--- src/rtl/rc4_pkg.sv ---
// Shared definitions for the rc4 keystream XOR stage: default widths,
// FSM state encodings and a ceil-log2 helper for pointer sizing.
package rc4_pkg;

  localparam int DATA_W_DEF = 8;
  localparam int LEN_W_DEF  = 16;

  localparam logic [1:0] ST_IDLE = 2'd0;
  localparam logic [1:0] ST_RUN  = 2'd1;
  localparam logic [1:0] ST_DONE = 2'd2;

  function automatic int clog2(input int value);
    int result;
    result = 0;
    for (int v = value - 1; v > 0; v = v >> 1) begin
      result++;
    end
    return result;
  endfunction

endpackage

--- src/rtl/rc4_ks_fifo.sv ---
// Small synchronous FIFO holding keystream bytes so the generator can run
// ahead of plaintext; pointers carry an extra wrap bit for full/empty.
module rc4_ks_fifo
  import rc4_pkg::*;
#(
  parameter int WIDTH = 8,
  parameter int DEPTH = 4
) (
  input  logic             clk,
  input  logic             rst_n,
  input  logic             clear,
  input  logic             push,
  input  logic [WIDTH-1:0] push_data,
  input  logic             pop,
  output logic [WIDTH-1:0] head,
  output logic             full,
  output logic             empty
);

  localparam int AW = clog2(DEPTH);

  logic [WIDTH-1:0] mem [DEPTH];
  logic [AW:0]      wr_ptr;
  logic [AW:0]      rd_ptr;
  logic             do_push;
  logic             do_pop;

  assign do_push = push && !full;
  assign do_pop  = pop && !empty;

  assign full  = (wr_ptr[AW] != rd_ptr[AW]) && (wr_ptr[AW-1:0] == rd_ptr[AW-1:0]);
  assign empty = (wr_ptr == rd_ptr);
  assign head  = mem[rd_ptr[AW-1:0]];

  always_ff @(posedge clk) begin
    if (!rst_n || clear) begin
      wr_ptr <= '0;
      rd_ptr <= '0;
    end else begin
      if (do_push) wr_ptr <= wr_ptr + (AW+1)'(1);
      if (do_pop)  rd_ptr <= rd_ptr + (AW+1)'(1);
    end
  end

  // Storage needs no reset; only the pointers define what is valid.
  always_ff @(posedge clk) begin
    if (do_push) mem[wr_ptr[AW-1:0]] <= push_data;
  end

endmodule

--- src/rtl/rc4_xor_stream.sv ---
// Keystream XOR stage: buffers rc4 keystream, XORs it with plaintext and
// emits exactly msg_len ciphertext bytes per transaction, then pulses done.
module rc4_xor_stream
  import rc4_pkg::*;
#(
  parameter int DATA_W     = DATA_W_DEF,
  parameter int FIFO_DEPTH = 4,
  parameter int LEN_W      = LEN_W_DEF
) (
  input  logic              clk,
  input  logic              rst_n,
  input  logic              start,
  input  logic [LEN_W-1:0]  msg_len,
  input  logic [DATA_W-1:0] ks_byte,
  input  logic              ks_valid,
  output logic              ks_ready,
  input  logic [DATA_W-1:0] pt_data,
  input  logic              pt_valid,
  output logic              pt_ready,
  output logic [DATA_W-1:0] ct_data,
  output logic              ct_valid,
  input  logic              ct_ready,
  output logic              ct_last,
  output logic              busy,
  output logic              done
);

  logic [1:0]        state;
  logic [LEN_W-1:0]  len;
  logic [LEN_W-1:0]  ks_cnt;
  logic [LEN_W-1:0]  pt_cnt;
  logic [DATA_W-1:0] fifo_head;
  logic              fifo_full;
  logic              fifo_empty;
  logic              ks_fire;
  logic              pt_fire;
  logic              ct_fire;

  assign ks_ready = (state == ST_RUN) && !fifo_full && (ks_cnt < len);
  assign pt_ready = (state == ST_RUN) && !fifo_empty && (pt_cnt < len) &&
                    (!ct_valid || ct_ready);
  assign ks_fire  = ks_valid && ks_ready;
  assign pt_fire  = pt_valid && pt_ready;
  assign ct_fire  = ct_valid && ct_ready;
  assign busy     = (state == ST_RUN) || (state == ST_DONE);
  assign done     = (state == ST_DONE);

  // Clearing during DONE discards any keystream fetched beyond what was used.
  rc4_ks_fifo #(
    .WIDTH (DATA_W),
    .DEPTH (FIFO_DEPTH)
  ) u_ks_fifo (
    .clk       (clk),
    .rst_n     (rst_n),
    .clear     (state == ST_DONE),
    .push      (ks_fire),
    .push_data (ks_byte),
    .pop       (pt_fire),
    .head      (fifo_head),
    .full      (fifo_full),
    .empty     (fifo_empty)
  );

  always_ff @(posedge clk) begin
    if (!rst_n) begin
      state  <= ST_IDLE;
      len    <= '0;
      ks_cnt <= '0;
      pt_cnt <= '0;
    end else begin
      case (state)
        ST_IDLE: begin
          if (start) begin
            len    <= msg_len;
            ks_cnt <= '0;
            pt_cnt <= '0;
            state  <= (msg_len == '0) ? ST_DONE : ST_RUN;
          end
        end
        ST_RUN: begin
          if (ks_fire) ks_cnt <= ks_cnt + LEN_W'(1);
          if (pt_fire) pt_cnt <= pt_cnt + LEN_W'(1);
          if (ct_fire && ct_last) state <= ST_DONE;
        end
        ST_DONE: begin
          ks_cnt <= '0;
          pt_cnt <= '0;
          state  <= ST_IDLE;
        end
        default: state <= ST_IDLE;
      endcase
    end
  end

  // A new byte may replace the current one in the same cycle it is taken.
  always_ff @(posedge clk) begin
    if (!rst_n) begin
      ct_data  <= '0;
      ct_valid <= 1'b0;
      ct_last  <= 1'b0;
    end else if (pt_fire) begin
      ct_data  <= pt_data ^ fifo_head;
      ct_valid <= 1'b1;
      ct_last  <= (pt_cnt == len - LEN_W'(1));
    end else if (ct_fire) begin
      ct_valid <= 1'b0;
      ct_last  <= 1'b0;
    end
  end

endmodule

--- config.mk ---
export PLATFORM = sky130hd
export DESIGN_NAME = rc4_xor_stream
export DESIGN_NICKNAME = d
export VERILOG_FILES = /design/src/rtl/rc4_pkg.sv /design/src/rtl/rc4_ks_fifo.sv /design/src/rtl/rc4_xor_stream.sv
export SDC_FILE = /design/constraint.sdc
export NUM_CORES = 1
export LEC_CHECK = 0
export ABC_CLOCK_PERIOD_IN_PS = 2400
export CAP_MARGIN = 0
export CORE_ASPECT_RATIO = 1.75
export CORE_MARGIN = 8
export CORE_UTILIZATION = 30
export DETAILED_ROUTE_END_ITERATION = 8
export SYNTH_ARGS = -nofsm -noshare
export SYNTH_HDL_FRONTEND = slang
export SYNTH_SLANG_ARGS = --single-unit
--- constraint.sdc ---
create_clock -name clk -period 2.4 [get_ports clk]
set_input_delay 0.48 -clock clk [delete_from_list [all_inputs] [get_ports clk]]
set_output_delay 0.48 -clock clk [all_outputs]
set_load 0.01 [all_outputs]
==> impl_metrics.env, run 1 <==
export IMPL_max_freq_mhz=381
export IMPL_tightest_slew_ns=0.562
export IMPL_rsz0062_at_grt="yes"
export IMPL_worstSetupStartpointType="flop"
export IMPL_drtIter0Drc=240
export IMPL_initial_core_util_pct=30.3
export IMPL_cts_hold_fix_buffers=0
export IMPL_synth_area_sq_um=5890
export IMPL_min_path_type="reg -> reg"
export IMPL_p_leak_nw=3.07
export IMPL_power_mw=4.50
export IMPL_ys_warn_count=0
export IMPL_worstPathMaxFanout=2
export IMPL_drv_slew=0
export IMPL_critPathTopFamily="simple AND/OR/NAND/NOR gates"
export IMPL_cap_violations=0
export IMPL_cp_arrival_ns=2.15
export IMPL_synthArstFlopShare_pct=0
export IMPL_grt_ovfl_total=0
export IMPL_yosys_register_bits=100
export IMPL_setup_ws_ns=-0.225
export IMPL_finalClockSkew_ns=0.00972
export IMPL_cp_slowest_stage_delay_ns=0.41
export IMPL_die_area_sq_um=24600
export IMPL_max_vdd_ir_drop_v=0.000440
export IMPL_path_clk_slew_ns=0.08
export IMPL_antennaDiodeCount=0
export IMPL_cts_max_path_buffers=2
export IMPL_place_congestion=0.862
export IMPL_numClockSinks=100
export IMPL_die_y_um=201
export IMPL_netlist_instances=628
export IMPL_grt_pass1_vias=5706
export IMPL_drt_pre_antenna_iters=4
export IMPL_via_per_inst=5.29
export IMPL_syn2layout_area_growth_pct=42.0
export IMPL_timing_setup_tns_ns=-1.75
export IMPL_setup_viol=43
export IMPL_required_ns=1.92
export IMPL_via_count=5534
export IMPL_antenna_found_initial=0
export IMPL_p_int_mw=3.08
export IMPL_num_io_pins=52
export IMPL_status="complete, but fails checks"
export IMPL_synth_cell_type_count=65
export IMPL_rows=68
export IMPL_multi_input_area_sq_um=3700
export IMPL_slew_headroom_pct=62.5
export IMPL_swShare_pct=31.5
export IMPL_finalHoldViolCount=0
export IMPL_cts_buffers=9
export IMPL_period_minus_slack_ns=2.63
export IMPL_critPathBufInv=3
export IMPL_nFillCells=1866
export IMPL_hpwl_mm=14.7
export IMPL_path_cells="inv_2, ha_4, buf_6, nand4_1, or3_4, o32ai_4, nor3_2, buf_2"
export IMPL_p_seq_share_pct=40.2
export IMPL_p_clk_share_pct=33.9
export IMPL_worstSetupEndpointType="output pin"
export IMPL_slowest_stage="or3_4"
export IMPL_syn_nets=709
export IMPL_grt_pass1_wl_mm=29.8
export IMPL_clock_latency_ns=0.36
export IMPL_root_buffer="clkbuf_16"
export IMPL_power_frac_comb_pct=25.9
export IMPL_layout_nets=878
export IMPL_ys_flop_type="dfxtp_1"
export IMPL_drive_gt1_share_pct=31.0
export IMPL_drc=0
export IMPL_synth_edff_count=32
export IMPL_p_switching_mw=1.42
export IMPL_seq_area_sq_um=2340
export IMPL_drt_wl_total_mm=19.1
export IMPL_ant_nets=0
export IMPL_violations="negative setup slack"
export IMPL_grt_total_usage_pct=15.7
export IMPL_core_sq_um=19500
export IMPL_h_tree_depth=3
export IMPL_seq_area_frac_synth_pct=39.4
export IMPL_finalCritPeriodShare_pct=109
export IMPL_synth_area_per_cell_sq_um=9.39
export IMPL_portBuffers=51
export IMPL_worstSetupPathType="reg -> out"
export IMPL_cts_tree="built"
export IMPL_dieWidth_um=122
export IMPL_wl_per_cell_um=18.3
export IMPL_p_per_area_nw_per_um2=537
export IMPL_fin_util_pct=43.0
export IMPL_grt_max_degree=39
repair_timing:
action,4_1_cts,5_1_grt
gates resized for setup,60,42
buffers inserted,8,5
endpoints found under the hold margin,0,0
pin swaps,23,31
gates cloned,0,2
endpoints found under the setup margin,71,78
routing by layer:
metal | up-vias | track usage (%) | wire, um
met5 | - | 0 | 0
met4 | 0 | 12.3 | 1470
li1 | 2661 | - | -
met2 | 145 | 28.9 | 10300
met3 | 80 | 2.47 | 643
met1 | 2648 | 14.7 | 6720
worst register-to-register path, stage by stage (launching register included):
cell	delay [ns]
dfxtp_2	0.36
inv_4	0.05
ha_4	0.20
and2_4	0.15
a221o_1	0.37
a211oi_4	0.28
nand3_2	0.17
buf_4	0.17
buf_6	0.14
or4_1	0.47
a31oi_1	0.16
cell type report:
| type | instances | share of cell area (%) |
|---|---|---|
| multi-input combinational | 466 | 44.3 |
| sequential | 100 | 28.0 |
| timing repair buffer | 184 | 18.8 |
| tap | 245 | 3.66 |
| clock buffer | 9 | 2.69 |
| inverter | 36 | 1.67 |
| clock inverter | 7 | 0.972 |
synthesized netlist by cell type, drive strengths merged (4+ instances only):
master   n  area, sq um
nand2   74          278
dfxtp   68         1360
a21oi   45          225
ha      43          538
inv     36          135
edfxtp  32          961
nor2    28          105
nand4   23          150
clkbuf  22         82.6
mux2i   20          200
nand3   20          105
o21ai   20          100
xnor2   17          149
xor2    16          140
nor3    13         65.1
nor4    11         98.8
or2     10         62.6
or3      9         56.3
a31oi    8         50.1
and2     8         50.1
mux4     8          180
or4      8         60.1
and3     7         43.8
nand2b   7         43.8
and4     5         43.8
o211ai   5         37.5
o21a     5         37.5
o22ai    5         31.3
o31ai    5         37.5
a211oi   4         42.5
a311oi   4         35.0
buf      4         17.5
cell usage in the layout, fill, tap and decap left out, drive strengths merged, types with 23 or more instances in the layout:
master / netlist / layout
a21oi: 45 / 45
ha: 43 / 43
clkdlybuf4s50: 0 / 49
buf: 4 / 134
nand4: 23 / 23
inv: 36 / 40
edfxtp: 32 / 32
dfxtp: 68 / 68
nand2: 74 / 74
nor2: 28 / 28
kinds of logic (layout without fill, tap and decap cells):
family,after synthesis,after routing,synth area share [%]
buffers and inverters,62,236,3.99
AND/OR/NAND/NOR,229,229,20.4
XOR/XNOR,33,33,4.90
adder cells (fa/ha/maj),43,43,9.13
multiplexers,28,28,6.45
AO/OA/AOI/OAI,133,133,15.7
flip-flops,100,100,39.4
worst paths after layout:
path	start	end	slack (ns)	depth (start not counted)
worst min register to register	ct_data[3]$_SDFFE_PN0P_	ct_data[3]$_SDFFE_PN0P_	0.50	2
worst max register to register	len[10]$_SDFFE_PN0P_	pt_cnt[2]$_SDFFE_PN0P_	-0.20	10
worst min-delay path	ct_data[3]$_SDFFE_PN0P_	ct_data[3]$_SDFFE_PN0P_	0.50	2
worst max-delay path	len[7]$_SDFFE_PN0P_	ks_ready	-0.23	8
power groups by stage:
stage	registers (mW)	logic [mW]	clock network (mW)
CTS	1.81	1.12	1.55
floorplan	1.85	0.539	0
global route	1.81	1.26	1.61
finish	1.81	1.17	1.52
global placement	1.84	1.05	0
detailed placement	1.84	1.06	0
flip-flops by register name, summed over array words and instances (netlist names), named ones only:
register,cells
ct_data,8
ct_last,1
ct_valid,1
ks_cnt,16
len,16
pt_cnt,16
state,2
u_ks_fifo.mem,32
u_ks_fifo.rd_ptr,3
u_ks_fifo.wr_ptr,3
per-stage QoR:
step	area [sq um]	setup slack, ns	hold WS, ns	instances
2_1_floorplan	5910	0.00396	0.457	628
3_3_place_gp	7540	-0.449	0.477	1019
3_5_place_dp	7540	-0.461	0.486	1019
4_1_cts	8120	-0.245	0.507	1040
5_1_grt	8370	-0.310	0.537	1047
6_report	8370	-0.225	0.502	1047
Note: power is estimated with default switching activity, not from simulation.
==> inputs of run 2 (changes only) <==
--- a/config.mk
+++ b/config.mk
@@ -11,6 +11,7 @@
 export CORE_MARGIN = 8
 export CORE_UTILIZATION = 30
 export DETAILED_ROUTE_END_ITERATION = 8
+export DONT_BUFFER_PORTS = 1
 export SYNTH_ARGS = -nofsm -noshare
 export SYNTH_HDL_FRONTEND = slang
 export SYNTH_SLANG_ARGS = --single-unit
==> run 2 against run 1 <==
Against the previous run: the run still ends with negative setup slack left; utilization down 2.1 points; flip-flop and latch count unchanged; maximum frequency down 2.1%; critical path type is now reg -> reg; worst setup slack worse by 0.056 ns.
==> impl_metrics.env, run 2 (synthesis results as in run 1) <==
export IMPL_cap_violations=0
export IMPL_grt_total_usage_pct=15.8
export IMPL_rsz0062_at_grt="yes"
export IMPL_violations="negative setup slack"
export IMPL_design_area_sq_um=7970
export IMPL_max_freq_mhz=373
export IMPL_cp_slowest_stage_delay_ns=0.56
export IMPL_slew_headroom_pct=54.3
export IMPL_tightest_slew_ns=0.685
export IMPL_drc=0
export IMPL_path_cells="inv_2, buf_6, ha_4, and2_4, a221o_1, a211oi_4, buf_4, buf_6, nand4_4, or4_4, a31oi_4"
export IMPL_initial_core_util_pct=30.3
export IMPL_min_path_type="in -> reg"
export IMPL_die_area_sq_um=24600
export IMPL_drt_pre_antenna_iters=4
export IMPL_nFillCells=1847
export IMPL_via_per_inst=5.43
export IMPL_path_clk_slew_ns=0.09
export IMPL_slowest_stage="or4_4"
export IMPL_power_mw=4.46
export IMPL_holdPathStages=0
export IMPL_grt_util_met2_pct=29.3
export IMPL_layout_common_cells="buf_4, nand2_1, dfxtp_1, a21oi_1, edfxtp_1"
export IMPL_antenna_found_initial=0
export IMPL_setup_ws_ns=-0.281
export IMPL_setup_viol=71
export IMPL_finalClockSkew_ns=0.0159
export IMPL_root_buffer="clkbuf_16"
export IMPL_critPathMostFrequentCell="buf_6"
export IMPL_via_count=5324
export IMPL_drv_slew=0
export IMPL_cts_hold_fix_buffers=0
export IMPL_antennaDiodeCount=0
export IMPL_drtIter0Drc=304
export IMPL_grt_pass1_wl_mm=30.1
export IMPL_finalCritPeriodShare_pct=112
export IMPL_h_tree_depth=3
export IMPL_cp_arrival_ns=2.96
export IMPL_drt_wl_total_mm=19.4
export IMPL_die_y_um=201
export IMPL_grt_max_degree=39
export IMPL_grt_pass1_vias=5586
export IMPL_worstSetupEndpointType="flop"
export IMPL_dieWidth_um=122
export IMPL_worstPathMaxFanout=3
export IMPL_status="complete, but fails checks"
export IMPL_pre_cts_slack_ns=-0.305
export IMPL_critPathBufInv=4
export IMPL_cts_tree="built"
export IMPL_grt_ovfl_total=0
export IMPL_placed_area_sq_um=6880
export IMPL_worstSetupStartpointType="flop"
export IMPL_grt_met3_usage_pct=2.81
export IMPL_worstSetupPathType="reg -> reg"
export IMPL_p_leak_nw=2.82
export IMPL_required_ns=2.67
export IMPL_finalHoldViolCount=0
export IMPL_critPathTopFamily="simple AND/OR/NAND/NOR gates"
export IMPL_timing_setup_tns_ns=-9.21
export IMPL_largest_reg_flops=32
export IMPL_cts_buffers=9
export IMPL_portBuffers=0
export IMPL_period_minus_slack_ns=2.68
export IMPL_top_usage_layer="met2"
export IMPL_wl_per_cell_um=19.8
export IMPL_clock_latency_ns=0.36
export IMPL_numClockSinks=100
export IMPL_core_sq_um=19500
export IMPL_drive_gt1_share_pct=34.0
export IMPL_hpwl_mm=14.6
export IMPL_layout_nets=812
export IMPL_max_vdd_ir_drop_v=0.000304
export IMPL_place_congestion=0.900
export IMPL_r2r_cells=11
export IMPL_grtUsageMet1_pct=14.6
export IMPL_p_per_area_nw_per_um2=560
export IMPL_num_io_pins=52
export IMPL_path_depth=11
export IMPL_ant_nets=0
export IMPL_cts_max_path_buffers=2
export IMPL_layout_commonest_cell="buf_4"
export IMPL_rows=68
export IMPL_syn2layout_area_growth_pct=35.2
-- run 2: cell types whose count changed in the layout (fill, tap and decap cells not counted), sizes merged --
cell           before  now
a41oi               3    4
buf               134  117
clkbuf             10    9
clkdlybuf4s50      49    0
clkinv              3    4
inv                40   39
-- run 2: routing by layer --
layer	routed length (um)	vias to the layer above
met3	908	68
met4	1350	0
met1	6530	2572
met2	10600	145
met5	0	-
li1	-	2539
-- run 2: layout make-up --
type / count / area, sq um / share of cell area [%]
clock buffer: 9 / 225 / 2.83
clock inverter: 7 / 88.8 / 1.11
inverter: 36 / 148 / 1.85
multi-input combinational: 467 / 3880 / 48.7
sequential: 100 / 2340 / 29.4
tap: 245 / 307 / 3.85
timing repair buffer: 117 / 980 / 12.3
-- run 2: final timing paths --
kind	start	endpoint	slack, ns
min reg2reg	u_ks_fifo.rd_ptr[2]$_SDFFE_PP0P_	u_ks_fifo.rd_ptr[2]$_SDFFE_PP0P_	0.51
min	ks_byte[1]	u_ks_fifo.mem[1][1]$_DFFE_PP_	0.21
max reg2reg	len[11]$_SDFFE_PN0P_	pt_cnt[3]$_SDFFE_PN0P_	-0.28
max	len[11]$_SDFFE_PN0P_	pt_cnt[3]$_SDFFE_PN0P_	-0.28
-- run 2: report_power, final --
group,internal [mW],switching [mW]
Sequential,1.79,0.0308
Clock,0.753,0.781
Combinational,0.487,0.623
Total,3.03,1.43
-- run 2: what timing repair did --
item | 4_1_cts | 5_1_grt
pin swaps | 42 | 38
setup buffers | 15 | 6
resized for setup | 82 | 48
endpoints found under the setup margin | 82 | 75
gates cloned | 1 | 0
-- run 2: metrics by stage --
step           utilization [%]  std cells  hold WS [ns]
6_report                  40.9        981         0.210
4_1_cts                   39.6        977         0.205
5_1_grt                   40.9        981         0.201
3_3_place_gp              35.3        947         0.481
3_5_place_dp              35.3        947         0.491
2_1_floorplan                -        628         0.457
==> inputs of run 3 (changes only) <==
--- a/config.mk
+++ b/config.mk
@@ -5,13 +5,15 @@
 export SDC_FILE = /design/constraint.sdc
 export NUM_CORES = 1
 export LEC_CHECK = 0
-export ABC_CLOCK_PERIOD_IN_PS = 2400
+export ABC_AREA = 0
+export ABC_CLOCK_PERIOD_IN_PS = 2500
 export CAP_MARGIN = 0
 export CORE_ASPECT_RATIO = 1.75
 export CORE_MARGIN = 8
 export CORE_UTILIZATION = 30
 export DETAILED_ROUTE_END_ITERATION = 8
 export DONT_BUFFER_PORTS = 1
+export PLACE_DENSITY_LB_ADDON = 0.2
 export SYNTH_ARGS = -nofsm -noshare
 export SYNTH_HDL_FRONTEND = slang
 export SYNTH_SLANG_ARGS = --single-unit
==> constraint.sdc (replaced) <==
create_clock -name clk -period 2.5 [get_ports clk]
set_input_delay 0.5 -clock clk [delete_from_list [all_inputs] [get_ports clk]]
set_output_delay 0.5 -clock clk [all_outputs]
set_load 0.01 [all_outputs]
==> run 3 against run 2 <==
Against the previous run: the run still ends with negative setup slack left; hold slack improved by 0.012 ns; total power is 7.6% lower; register-to-register slack gained 0.24 ns; critical endpoint is now ks_ready; largest cell class unchanged.
==> impl_metrics.env, run 3 (synthesis results as in run 1) <==
export IMPL_die_area_sq_um=24600
export IMPL_clock_latency_ns=0.37
export IMPL_layout_commonest_cell="buf_4"
export IMPL_initial_core_util_pct=30.3
export IMPL_hpwl_mm=15.8
export IMPL_layout_nets=795
export IMPL_setup_ws_ns=-0.272
export IMPL_worstSetupEndpointType="output pin"
export IMPL_via_count=5259
export IMPL_min_path_type="in -> reg"
export IMPL_cts_buffers=9
export IMPL_tightest_slew_ns=0.567
export IMPL_via_per_inst=5.46
export IMPL_finalClockSkew_ns=0.0147
export IMPL_layout_common_cells="buf_4, nand2_1, dfxtp_1, a21oi_1, edfxtp_1"
export IMPL_drt_wl_total_mm=20.3
export IMPL_rows=68
export IMPL_setup_viol=30
export IMPL_cp_arrival_ns=2.27
export IMPL_antenna_found_initial=0
export IMPL_timing_setup_tns_ns=-0.649
export IMPL_finalCritPeriodShare_pct=111
export IMPL_grt_pass1_vias=5464
export IMPL_period_minus_slack_ns=2.77
export IMPL_cap_violations=0
export IMPL_slew_headroom_pct=62.1
export IMPL_required_ns=2.00
export IMPL_drive_gt1_share_pct=32.4
export IMPL_place_congestion=0.867
export IMPL_largest_reg_flops=32
export IMPL_grt_total_usage_pct=16.6
export IMPL_num_io_pins=52
export IMPL_cts_tree="built"
export IMPL_worstPathMaxFanout=5
export IMPL_finalHoldViolCount=0
export IMPL_portBuffers=0
export IMPL_violations="negative setup slack"
export IMPL_h_tree_depth=3
export IMPL_p_per_area_nw_per_um2=535
export IMPL_p_leak_nw=2.69
export IMPL_ant_nets=0
export IMPL_antennaDiodeCount=0
export IMPL_grt_pass1_wl_mm=30.5
export IMPL_max_vdd_ir_drop_v=0.000360
export IMPL_root_buffer="clkbuf_16"
export IMPL_power_mw=4.12
export IMPL_drtIter0Drc=257
export IMPL_status="complete, but fails checks"
export IMPL_worstSetupStartpointType="flop"
export IMPL_worstSetupPathType="reg -> out"
export IMPL_cts_max_path_buffers=2
export IMPL_grt_ovfl_total=0
export IMPL_dieWidth_um=122
export IMPL_drv_slew=0
export IMPL_rsz0062_at_grt="yes"
export IMPL_drc=0
export IMPL_core_sq_um=19500
export IMPL_numClockSinks=100
export IMPL_path_clk_slew_ns=0.08
export IMPL_die_y_um=201
export IMPL_wl_per_cell_um=21.1
export IMPL_grt_max_degree=39
export IMPL_max_freq_mhz=361
export IMPL_drt_pre_antenna_iters=4
export IMPL_syn2layout_area_growth_pct=30.7
run 3: cell types whose count changed in the layout (fill, tap and decap cells not counted), moves of 3 or more:
cell and delta:
buf_4 -12, buf_6 -3, clkinv_8 -3, dfxtp_2 -4, dfxtp_4 +4, ha_1 -5
ha_4 +4, inv_1 -3, o21ai_1 +3, o21ai_2 -3
run 3: final timing paths:
| path | startpoint | endpoint | slack (ns) | depth (start not counted) |
|---|---|---|---|---|
| hold / removal | ks_byte[0] | u_ks_fifo.mem[1][0]$_DFFE_PP_ | 0.22 | 0 |
| setup reg to reg | len[8]$_SDFFE_PN0P_ | pt_cnt[6]$_SDFFE_PN0P_ | -0.04 | 12 |
| hold reg to reg | u_ks_fifo.wr_ptr[2]$_SDFFE_PP0P_ | u_ks_fifo.wr_ptr[2]$_SDFFE_PP0P_ | 0.51 | 2 |
| setup / recovery | len[11]$_SDFFE_PN0P_ | ks_ready | -0.27 | 9 |
run 3: layout make-up:
type | count | area [sq um]
fill | 1886 | 11800
sequential | 100 | 2350
clock buffer | 10 | 229
clock inverter | 6 | 53.8
timing repair buffer | 101 | 826
multi-input combinational | 466 | 3780
tap | 245 | 307
inverter | 36 | 153
run 3: worst max-delay path, cell delays in order (launching register included):
cell and delay [ns]:
dfxtp_4 0.38, inv_4 0.06, ha_4 0.26, nand4_1 0.13, or3_4 0.36, buf_6 0.12, o32ai_2 0.19, buf_4 0.16
nor3_1 0.05, buf_4 0.19
run 3: metal layers:
metal / up-vias / GRT usage, % / part of all wire [%]
met5: - / 0 / 0
met4: 0 / 14.8 / 8.5
met3: 77 / 2.53 / 3.3
met2: 126 / 31.1 / 55
met1: 2565 / 14.5 / 34
li1: 2491 / - / -
run 3: repair_timing:
item,CTS,global route
pin swaps,25,20
gates cloned,1,0
endpoints found under the setup margin,73,79
gates resized for setup,64,54
setup buffers,11,5
hold buffers,0,0
endpoints found under the hold margin,0,0
run 3: report_power, final:
group	internal, mW	switching [mW]
Combinational	0.435	0.547
Sequential	1.71	0.0336
Clock	0.698	0.695
run 3: per-stage QoR:
| stage | hold WS, ns | std cells | util [%] | worst slack [ns] | cell area [sq um] |
|---|---|---|---|---|---|
| after detailed placement | 0.497 | 937 | 35.0 | -0.173 | 6830 |
| after floorplan | 0.457 | 628 | - | 0.0272 | 5900 |
| after global routing | 0.220 | 964 | 39.5 | -0.335 | 7700 |
| after CTS | 0.217 | 960 | 38.0 | -0.269 | 7410 |
| after global placement | 0.484 | 937 | 35.0 | -0.188 | 6830 |
| final | 0.222 | 964 | 39.5 | -0.272 | 7700 |
